<file path="src/rtl/bkm_csd_to_bin.sv">
// Converts a pair of CSD words (X, Y) into two's-complement binary through a
// segmented borrow-chain pipeline: one WS-bit segment of P - N per stage.
module bkm_csd_to_bin #(
  parameter int WD = 72,
  parameter int WS = 24
) (
  input  logic            clk,
  input  logic            srst,
  input  logic            enable,
  input  logic            in_valid,
  output logic            in_ready,
  input  logic [2*WD-1:0] X_csd,
  input  logic [2*WD-1:0] Y_csd,
  output logic            out_valid,
  input  logic            out_ready,
  output logic [WD:0]     X_bin,
  output logic [WD:0]     Y_bin,
  output logic            X_zero,
  output logic            Y_zero
);

  localparam int NS = (WD + WS) / WS;  // ceil((WD+1)/WS)
  localparam int DW = NS * WS;
  localparam int RW = WD + 1;

  // p/n carry the not-yet-subtracted upper segments, r the finished lower ones.
  typedef struct packed {
    logic [DW-1:0] p;
    logic [DW-1:0] n;
    logic [DW-1:0] r;
    logic          b;
  } lane_t;

  logic [NS-1:0] valid_q, valid_d;
  lane_t         x_q [NS];
  lane_t         x_d [NS];
  lane_t         y_q [NS];
  lane_t         y_d [NS];
  logic          x_zero_q, x_zero_d;
  logic          y_zero_q, y_zero_d;
  logic          advance;

  function automatic lane_t csd_lane(input logic [2*WD-1:0] csd);
    lane_t l;
    l = '0;
    for (int i = 0; i < WD; i++) begin
      l.p[i] = csd[2*i+1];
      l.n[i] = csd[2*i];
    end
    return l;
  endfunction

  // Subtract segment k; the WS+1-bit difference's top bit is the borrow out.
  function automatic lane_t seg_step(input lane_t cur, input int k);
    lane_t       nxt;
    logic [WS:0] diff;
    nxt  = cur;
    diff = {1'b0, cur.p[k*WS +: WS]} - {1'b0, cur.n[k*WS +: WS]}
         - {{WS{1'b0}}, cur.b};
    nxt.r[k*WS +: WS] = diff[WS-1:0];
    nxt.b             = diff[WS];
    return nxt;
  endfunction

  assign out_valid = valid_q[NS-1];
  assign advance   = srst & enable & (~out_valid | out_ready);
  assign in_ready  = advance;

  always_comb begin
    valid_d[0] = in_valid & advance;
    x_d[0]     = seg_step(csd_lane(X_csd), 0);
    y_d[0]     = seg_step(csd_lane(Y_csd), 0);
    for (int k = 1; k < NS; k++) begin
      valid_d[k] = valid_q[k-1];
      x_d[k]     = seg_step(x_q[k-1], k);
      y_d[k]     = seg_step(y_q[k-1], k);
    end
    // The last lane drives the outputs directly, so it must read 0 when empty.
    if (!valid_d[NS-1]) begin
      x_d[NS-1] = '0;
      y_d[NS-1] = '0;
    end
    x_zero_d = valid_d[NS-1] & (x_d[NS-1].r[RW-1:0] == '0);
    y_zero_d = valid_d[NS-1] & (y_d[NS-1].r[RW-1:0] == '0);
  end

  // NOTE: only valid bits, borrows and the output lane are reset; inner data
  // registers are don't-care while their valid bit is low.
  always_ff @(posedge clk) begin
    if (!srst) begin
      valid_q <= '0;
      for (int k = 0; k < NS; k++) begin
        x_q[k].b <= 1'b0;
        y_q[k].b <= 1'b0;
      end
      x_q[NS-1] <= '0;
      y_q[NS-1] <= '0;
      x_zero_q  <= 1'b0;
      y_zero_q  <= 1'b0;
    end else if (advance) begin
      valid_q <= valid_d;
      for (int k = 0; k < NS; k++) begin
        x_q[k] <= x_d[k];
        y_q[k] <= y_d[k];
      end
      x_zero_q <= x_zero_d;
      y_zero_q <= y_zero_d;
    end
  end

  assign X_bin  = x_q[NS-1].r[RW-1:0];
  assign Y_bin  = y_q[NS-1].r[RW-1:0];
  assign X_zero = x_zero_q;
  assign Y_zero = y_zero_q;

endmodule

</file>
<file path="config.mk">
export PLATFORM = sky130hd
export DESIGN_NAME = bkm_csd_to_bin
export DESIGN_NICKNAME = d
export VERILOG_FILES = /design/src/rtl/bkm_csd_to_bin.sv
export SDC_FILE = /design/constraint.sdc
export NUM_CORES = 1
export LEC_CHECK = 0
export BUFFER_PORTS_ARGS = -buffer_cell sky130_fd_sc_hd__buf_2
export CAP_MARGIN = 20
export CORE_MARGIN = 5
export CORE_UTILIZATION = 45
export CTS_CLUSTER_DIAMETER = 50
export DETAILED_ROUTE_END_ITERATION = 10
export PLACE_DENSITY_LB_ADDON = 0.25
export SLEW_MARGIN = 20
export SYNTH_ARGS = -nofsm -noshare
export SYNTH_HDL_FRONTEND = slang
export SYNTH_SLANG_ARGS = --single-unit
</file>
<file path="constraint.sdc">
create_clock -name clk -period 33.8 [get_ports clk]
set_input_delay 5.07 -clock clk [delete_from_list [all_inputs] [get_ports clk]]
set_output_delay 5.07 -clock clk [all_outputs]
set_load 0.01 [all_outputs]
</file>
After elaboration in Yosys (flattened, before gate mapping)
Memories as Yosys holds them, arrays and structs flattened.
Index checks and enable logic that the tools add are counted.
- mux-type cells: 18
- reduce and logical (&&, ||, !) cells: 2
- bitwise gates (word level): 19
- add/subtract/negate cells: 14
- operator list (operator ; number):
    2-to-1 mux 289 bit ; 2
    2-to-1 mux 288 bit ; 2
    subtractor 24 x 24 -> 25 bit ; 8
    subtractor 25 x 1 -> 25 bit ; 6
    zero test 73 bit ; 2
    2-to-1 mux 1 bit ; 14
    bitwise OR 1 bit ; 13
    AND 1 bit ; 5
    inverter 1 bit ; 1
- memories: 2
- flip-flop bits (word level): 6
- logic and storage cells: 58
- input bits: 293
- memory bits (writable): 2312
- memory list (name ; words ; width ; read ports ; clocked after Yosys merged registers in ; wr ports ; line ; text):
    x_q ; 4 ; 289 ; 4 ; 0 ; 4 ; 35 ; lane_t x_q [NS];
    y_q ; 4 ; 289 ; 4 ; 0 ; 4 ; 37 ; lane_t y_q [NS];

Logic depth before layout (Yosys ltp)
Gate-level depths: netlist of run 1.
- word-level depth: 7
- gate-level depth with buffers: 13
- depth with buffers taken out: 12

Worst setup path after synthesis of run 1
Ideal clock, no wire load.
- path kind: input-to-reg
- from: input port enable
- to: memory x_q[0][10] (netlist name), enable pin
- required time: 32.269 ns
- data arrival time: 29.005 ns
- cell stages on the path: 2
- path buffers: 0
- path slack: 3.264 ns
- cell sequence: o21ai_0 > nor2_1
- RTL lines (item ; line ; text):
    start, declared ; 9 ; input logic enable,
    end, declared ; 35 ;

Worst setup path after layout of run 1
- from: input port out_ready
- to: output port in_ready
- word-level cells in the longest chain between the ends: 2
- RTL lines (item ; line ; text):
    start, declared ; 15 ; input logic out_ready,
    bitwise OR 1 bit ; 66 ; assign advance = srst & enable & (~out_valid | out_ready);
    AND 1 bit ; 66 ;
    end, declared ; 11 ; output logic in_ready,
Every way passes these cells.

==> impl_metrics.toml, run 1 <==
[logic_synthesis]
ys_types = 75
synth-edff-count = 722
synth_top_cells_by_area = "edfxtp_1 (66%), ha_1 (8.8%), inv_1 (4.1%)"
yosysTopAreaCell = "edfxtp_1"
synth.avg_cell_area_um2 = 13.8
ys_seq_area_frac = 0.665
syn-cell-area_mm2 = 0.0330
syn_inst = 2388
ys_ff_latch = 734
async_flop_share = 0
synth_ff_type = "edfxtp_1"
netlist_top_cells_count = "edfxtp_1 (722), inv_1 (364), ha_1 (232)"
synth_top_area_frac = 0.657
ys.warnings.count = 0
synth_nets = 2923
synth.most_common_cell = "edfxtp_1"

[floorplanning]
ios = 443
dieArea_mm2 = 0.0788
coreArea_mm2 = 0.0728
die_h_um = 281
initial_core_util = 0.453
die_x_um = 281
num_rows = 99

[timing]
hold_viol = 0
max_freq_mhz = 87.9
worst_pin_slew_ns = 1.11
drv_slew = 0
clock_skew_ns = 0.0309
fin_crit_ns = 11.38
fin_crit_sh = 0.337
rsz0062_at_grt = "no"
setup_viol = 0
fin_tns_setup_ns = 0
max_slew_margin = 0.257

[clocking]
clk_pin_slew_worst_paths_ns = 0.06
cts_root_buffer = "clkbuf_16"
cts_tree = "yes"
insertion_delay_ns = 0.64
cts-buffers-inserted = 89
post_cts_buffers = 0
cts.repair.resized = 0
h-tree-depth = 3
clockBufferDepth = 3
cts.sinks = 734
ctsHoldBuffers = 0

[drt]
vias_per_cell = 5.15
wl_mm = 74.9
vias = 20200
routedWlPerCell_um = 19.1
drc = 0
antenna_left = 0
dr.pass1.iters = 5
drt_iter0_drc = 1460

[hold_path]
hp-class = "reg -> reg"

[finish]
fin_nets = 3410
final_cell_area_mm2 = 0.0393
multiInputGateArea_mm2 = 0.00949
n_fill_cell = 6089
area_growth_pct = 19.2
fin_util = 0.540
ff_latch_area_mm2 = 0.0219
drive_above_1_share = 0.212

[global_routing]
grt_max_degree = 196
track_usage = 0.184
gr-total-overflow = 0
grt_pass1_vias = 20300
antenna_found_initial = 7
grt_pass1_wl_mm = 113

[critical_path]
critPathBufInv = 3
worstPathCellList = "buf_2 -> o21ai_0 -> nor2_4 -> buf_4 -> buf_2"
critPathCaptureType = "primary output"
worstSetupStartpointType = "input port"
cp_max_fo = 66
required_ns = 28.73
critPathTopFamily = "buffers and inverters"
arrival_ns = 6.31
critPathSlowestCell = "o21ai_0"
critPathKind = "in -> out"
cp_common_cell = "buf_2"
cpPeakStageDelay_ns = 0.54

[power_and_ir_drop]
p_leak_uw = 0.0170
ir_drop_mv = 0.0463
p_per_area_mw_per_mm2 = 58.0

[place]
place_area_mm2 = 0.0363
place.gp.congestion = 0.875
dp_hpwl_mm = 54.3
port_buffers = 442

[status]
outcome = "complete, no violations"

[job]
cap_violations = 0
[registers in the layout, indices dropped and copies added, names as in the netlist]
register  count
Y_zero        1
valid_q       4
x_q         364
y_q         364
X_zero        1
[cell families after synthesis]
group           after synthesis  share of synthesized area
flops                       734                      0.665
simple gates                457                     0.0750
buf+inv                     420                     0.0481
compound gates              402                     0.0825
fa+ha+maj                   242                     0.0941
xor+xnor                    127                     0.0337
mux                           6                    0.00186
[worst register-to-register path: stages, from the launching register on]
cell	delay, ns
dfxtp_1	0.33
inv_1	0.06
o21ai_0	0.24
nor2_4	0.18
buf_12	0.70
buf_4	1.04
buf_4	0.93
[layout make-up]
cell class / count / area share
clock inverter: 60 / 0.0169
clock buffer: 105 / 0.0592
inverter: 364 / 0.0349
sequential: 734 / 0.558
antenna: 4 / 0.000255
timing repair buffer: 452 / 0.0588
tap: 959 / 0.0305
multi-input combinational: 1234 / 0.241
[cell usage in the layout, fill, tap and decap left out, drive strengths merged, types with 12 or more instances in the layout]
cell type and n:
nand3 23, a21oi 103, a31oi 13, ha 232, xor2 42, o21a 24, dfxtp 12, nor3 15
clkinv 30, buf 452, o21ai 73, edfxtp 722, nor2 65, inv 384, a211oi 12, nand4 16
nand2b 17, xnor2 85, a21o 73, nor4 35, clkbuf 105, and3 157, nand2 80, nor2b 17
[metrics by stage]
step | total power (uW) | cells | hold slack [ns] | setup slack [ns]
6_report | 2280 | 3912 | 0.402 | 22.42
5_1_grt | 2380 | 3909 | 0.413 | 22.32
4_1_cts | 2310 | 3908 | 0.398 | 22.41
3_5_place_dp | 1340 | 3743 | 0.405 | 22.40
3_3_place_gp | 1340 | 3743 | 0.401 | 22.42
2_1_floorplan | 1280 | 2388 | 0.400 | 3.26
[power breakdown]
part           switching, uW  leakage [uW]  internal [uW]  total, uW
logic                    145       0.00842           97.8        243
clock network            388       0.00146            565        953
registers               19.7       0.00713           1060       1080
[worst paths after layout]
check | startpoint | depth (start not counted) | to | slack, ns
worst max register to register | valid_q[3]$_SDFFE_PN0P_ | 6 | y_q[0][163]$_DFFE_PP_ | 29.86
worst min register to register | x_q[1][24]$_DFFE_PP_ | 0 | x_q[2][24]$_DFFE_PP_ | 0.40
worst max-delay path | out_ready | 5 | in_ready | 22.42
worst min-delay path | x_q[1][24]$_DFFE_PP_ | 0 | x_q[2][24]$_DFFE_PP_ | 0.40
[metal layers]
metal	part of all wire	wire length [um]	up-vias	global-route usage
met3	0.060	4490	140	0.0409
li1	-	-	9707	-
met1	0.44	32800	9732	0.250
met5	0.00017	13	-	0
met2	0.47	35000	572	0.296
met4	0.033	2510	2	0.0635
Power figures use the tool's default switching activity.
==> run 2, diff against run 1 <==
Settings changed: ABC_AREA set to 1.
Clock period 33.8 ns to 11.7 ns, I/O delays scaled along.
==> impl_metrics.toml, run 2 <==
[critical_path]
required_ns = 9.95
worstPathCellList = "buf_2 -> o21ai_2 -> nor2_8 -> buf_2"
critPathSlowestCell = "o21ai_2"
critPathTopFamily = "compound AO/OA/AOI/OAI gates"
critPathCaptureType = "primary output"
cp_common_cell = "buf_2"
cpPeakStageDelay_ns = 0.37
cp_max_fo = 10
critPathKind = "in -> out"
critPathBufInv = 2
worstSetupStartpointType = "input port"
arrival_ns = 2.59

[global_routing]
gr-total-overflow = 0
antenna_found_initial = 5
track_usage = 0.185
grt_pass1_vias = 22200
grt_pass1_wl_mm = 119
grt_max_degree = 179

[drt]
routedWlPerCell_um = 16.3
met1_length_mm = 35.0
dr.pass1.iters = 5
antenna_left = 0
vias_per_cell = 4.72
route.met2.wl_mm = 36.5
wl_mm = 78.8
highest_layer = "met5"
drt_iter0_drc = 1358
wl_met3_mm = 4.79
drc = 0
vias = 22800

[timing]
fin_crit_sh = 0.371
clock_skew_ns = 0.0285
drv_slew = 0
max_slew_margin = 0.342
setup_viol = 0
max_freq_mhz = 230
worst_pin_slew_ns = 0.987
hold_viol = 0
rsz0062_at_grt = "no"
fin_tns_setup_ns = 0
fin_crit_ns = 4.34

[logic_synthesis]
ys_seq_area_frac = 0.626
synth.most_common_cell = "edfxtp_1"
ys_ff_latch = 734
synth-edff-count = 722
synth_ff_type = "edfxtp_1"
syn-cell-area_mm2 = 0.0350
synth.avg_cell_area_um2 = 11.0
yosysTopAreaCell = "edfxtp_1"
ys_types = 38
synth_top_area_frac = 0.620
synth_top_cells_by_area = "edfxtp_1 (62%), ha_1 (8.3%), inv_1 (7.5%)"
syn_inst = 3190
async_flop_share = 0
netlist_top_cells_count = "edfxtp_1 (722), inv_1 (703), nand2_1 (521)"
synth_nets = 3725
ys.warnings.count = 0

[finish]
largestRegisters = "x_q x364, y_q x364, valid_q x4"
instances_no_fill = 4831
drive_above_1_share = 0.175
n_fill_cell = 6848
fin_nets = 4249
final_common_cell = "edfxtp_1"
area_growth_pct = 18.3
layout_common_cells = "edfxtp_1 (722), inv_1 (702), nand2_1 (521)"

[place]
place.gp.congestion = 0.882
port_buffers = 442
dp_hpwl_mm = 60.5
placed_cells = 4662

[floorplanning]
num_rows = 102
die_x_um = 289
dieArea_mm2 = 0.0834
ios = 443
die_h_um = 289
initial_core_util = 0.452
coreArea_mm2 = 0.0773

[clocking]
cts_root_buffer = "clkbuf_16"
cts_tree = "yes"
h-tree-depth = 3
cts.sinks = 734
insertion_delay_ns = 0.63
post_cts_buffers = 0
cts-buffers-inserted = 89
ctsHoldBuffers = 0
clk_pin_slew_worst_paths_ns = 0.05
cts.repair.resized = 0
clockBufferDepth = 3

[power_and_ir_drop]
p_per_area_mw_per_mm2 = 160
p_leak_uw = 0.0187
ir_drop_mv = 0.113
finalPower_uw = 6610

[job]
cap_violations = 0

[hold_path]
hp-class = "reg -> reg"

[status]
outcome = "complete, no violations"
==> run 2: cell count changes after synthesis, moves of 59 or more <==
cell,before,now
nor2_1,65,309
nand4_1,16,75
inv_1,364,703
a21o_1,72,3
and3_1,157,0
nand3_1,23,110
nand2_1,80,521
a21oi_1,102,161
==> run 2: worst register-to-register path, cell delays in order, from the launching register on <==
cell,delay [ns]
dfxtp_1,0.31
inv_2,0.06
o21ai_2,0.13
nor2_4,0.64
buf_4,0.89
buf_4,0.88
==> run 2: through the flow <==
| stage | hold WS (ns) | instance area (um2) | setup slack, ns | utilization |
|---|---|---|---|---|
| after global placement | 0.400 | 38500 | 6.88 | 0.498 |
| after floorplan | 0.400 | 35000 | 0.841 | - |
| final | 0.405 | 41400 | 7.36 | 0.535 |
| after global routing | 0.409 | 41400 | 7.33 | 0.535 |
| after CTS | 0.411 | 41400 | 7.34 | 0.535 |
| after detailed placement | 0.405 | 38500 | 6.81 | 0.498 |
==> run 2: layer usage <==
metal  global-route usage  vias to the layer above
li1                     -                    11600
met1                0.251                    10400
met2                0.299                      564
met3               0.0398                      139
met4               0.0612                        2
met5                    0                        -
==> run 2: logic make-up after synthesis <==
group | after synthesis | synth area share
xor gates and xnor gates | 95 | 0.0238
buffers and inverters | 729 | 0.0795
adders and majority gates | 242 | 0.0887
DFF | 734 | 0.626
AOI/OAI and AO/OA | 286 | 0.0458
and+or+nand+nor | 1104 | 0.136
==> run 2: final timing paths <==
path,from,endpoint,slack (ns),cells after the start
hold reg to reg,x_q[0][7]$_DFFE_PP_,x_q[1][7]$_DFFE_PP_,0.41,0
setup reg to reg,valid_q[3]$_SDFFE_PN0P_,y_q[0][126]$_DFFE_PP_,8.34,5
hold / removal,x_q[0][7]$_DFFE_PP_,x_q[1][7]$_DFFE_PP_,0.41,0
setup / recovery,out_ready,in_ready,7.36,4
==> run 2: cell type report <==
class	count	area, um2	share of cell area
clock buffers	109	2320	0.0561
diodes	3	7.51	0.000181
multi-input cells	1727	10300	0.249
flip-flops and latches	734	21900	0.529
clock inverters	56	552	0.0133
repair buffers	449	2310	0.0558
well taps	1040	1300	0.0314
inverters	713	2680	0.0648
==> run 2: where the power goes <==
group,switching (uW),leakage [uW],internal [uW]
Clock,1100,0.00140,1560
Sequential,47.9,0.00706,3090
Combinational,537,0.0103,288
==> run 3, diff against run 2 <==
Clock period 11.7 ns to 3.85 ns, I/O delays scaled along.
==> impl_metrics.toml, run 3 (synthesis results as in run 2) <==
[critical_path]
cpPeakStageDelay_ns = 0.44
critPathTopFamily = "adder cells"
worstPathCellList = "fa_1 -> fa_1 -> inv_1 -> nand2_1 -> nand2_1 -> nand2_1 -> a21oi_1 -> inv_1 -> nand3_1 -> nand3_1 -> nand2_1 -> nand2_1"
arrival_ns = 2.84
critPathCaptureType = "register"
critPathKind = "reg -> reg"
cp_common_cell = "nand2_1"
critPathBufInv = 2
required_ns = 4.24
worstSetupStartpointType = "register"
cp_max_fo = 3
critPathSlowestCell = "fa_1"

[drt]
dr.pass1.iters = 6
drt_iter0_drc = 1308
wl_mm = 80.0
routedWlPerCell_um = 16.5
vias_per_cell = 4.71
antenna_left = 0
drc = 0
vias = 22800

[power_and_ir_drop]
p_per_area_mw_per_mm2 = 495
pwr-share-seq = 0.460
p_int_uw = 15400
power.switching_uw = 5280
p_comb_frac = 0.122
clkPwrFrac = 0.418
ir_drop_mv = 0.351
p_sw_frac = 0.255
p_leak_uw = 0.0189

[finish]
area_growth_pct = 19.4
final_cell_area_mm2 = 0.0418
fin_nets = 4261
drive_above_1_share = 0.181
largestRegisters = "x_q x364, y_q x364, valid_q x4"
fin_util = 0.540
layout_common_cells = "edfxtp_1 (722), inv_1 (702), nand2_1 (521)"
final_common_cell = "edfxtp_1"
n_fill_cell = 6863

[timing]
fin_crit_sh = 0.637
hold_viol = 0
worst_pin_slew_ns = 0.958
max_slew_margin = 0.361
fin_crit_ns = 2.45
holdWs_ns = 0.108
drv_slew = 0
max_freq_mhz = 408
clock_skew_ns = 0.0383
rsz0062_at_grt = "no"
setup_viol = 0

[global_routing]
grt_max_degree = 148
grt_pass1_wl_mm = 122
track_usage = 0.188
gr-total-overflow = 0
grt_pass1_vias = 22600
antenna_found_initial = 3

[clocking]
insertion_delay_ns = 0.64
clk_pin_slew_worst_paths_ns = 0.06
cts_tree = "yes"
cts-buffers-inserted = 93
cts_root_buffer = "clkbuf_16"
h-tree-depth = 3
cts.repair.resized = 0
clockBufferDepth = 3
cts.sinks = 734
post_cts_buffers = 0
ctsHoldBuffers = 0

[floorplanning]
die_h_um = 289
ios = 443
initial_core_util = 0.452
dieArea_mm2 = 0.0834
num_rows = 102
die_x_um = 289
coreArea_mm2 = 0.0773

[hold_path]
hp-class = "in -> reg"

[job]
cap_violations = 0

[place]
dp_hpwl_mm = 61.9
place_area_mm2 = 0.0386
port_buffers = 442
place.gp.congestion = 0.897

[status]
outcome = "complete, no violations"
run 3: metal layers:
| metal | global-route usage | vias to the layer above | share of wire |
|---|---|---|---|
| met5 | 0 | - | 0.00015 |
| met4 | 0.0484 | 2 | 0.022 |
| met3 | 0.0382 | 109 | 0.057 |
| met2 | 0.312 | 560 | 0.48 |
| met1 | 0.255 | 10500 | 0.44 |
| li1 | - | 11600 | - |
run 3: worst register-to-register path: stages (launching register included):
cell and delay (ns):
edfxtp_1 0.39, fa_1 0.44, fa_1 0.43, inv_1 0.07
nand2_1 0.07, nand2_1 0.06, nand2_1 0.09, a21oi_1 0.26
inv_1 0.11, nand3_1 0.11, nand3_1 0.07, nand2_1 0.06
nand2_1 0.05
run 3: power by group through the flow:
stage                     clock, uW  combinational, uW  sequential, uW
after detailed placement          0               2530            9690
after CTS                      8890               2540            9520
after global routing           9230               2850            9550
after floorplan                   0               1630            9760
final                          8660               2520            9520
after global placement            0               2520            9680
run 3: path summary, 6_finish.rpt:
kind / slack, ns / start / to / depth (start not counted)
max: 1.40 / y_q[0][217]$_DFFE_PP_ / y_q[1][47]$_DFFE_PP_ / 12
min: 0.11 / Y_csd[85] / y_q[0][235]$_DFFE_PP_ / 1
max reg2reg: 1.40 / y_q[0][217]$_DFFE_PP_ / y_q[1][47]$_DFFE_PP_ / 12
min reg2reg: 0.39 / x_q[1][28]$_DFFE_PP_ / x_q[2][28]$_DFFE_PP_ / 0
run 3: final cells by class:
| cell class | instances | area, um2 | area share |
|---|---|---|---|
| Sequential cell | 734 | 21900 | 0.525 |
| Multi-Input combinational cell | 1727 | 10300 | 0.247 |
| Inverter | 713 | 2680 | 0.0642 |
| Clock buffer | 105 | 2400 | 0.0575 |
| Timing Repair Buffer | 457 | 2390 | 0.0571 |
| Tap cell | 1040 | 1300 | 0.0311 |
| Clock inverter | 66 | 758 | 0.0181 |
| Antenna cell | 1 | 2.50 | 0.0000599 |
run 3: metrics by stage:
step / total power (uW) / setup WS (ns) / instances / setup TNS, ns
global route: 21600 / 1.15 / 4842 / 0
floorplan: 11400 / -5.75 / 3190 / -3311.06
CTS: 21000 / 1.40 / 4842 / 0
finish: 20700 / 1.40 / 4843 / 0
detailed placement: 12200 / 1.29 / 4671 / 0
global placement: 12200 / 1.29 / 4671 / 0
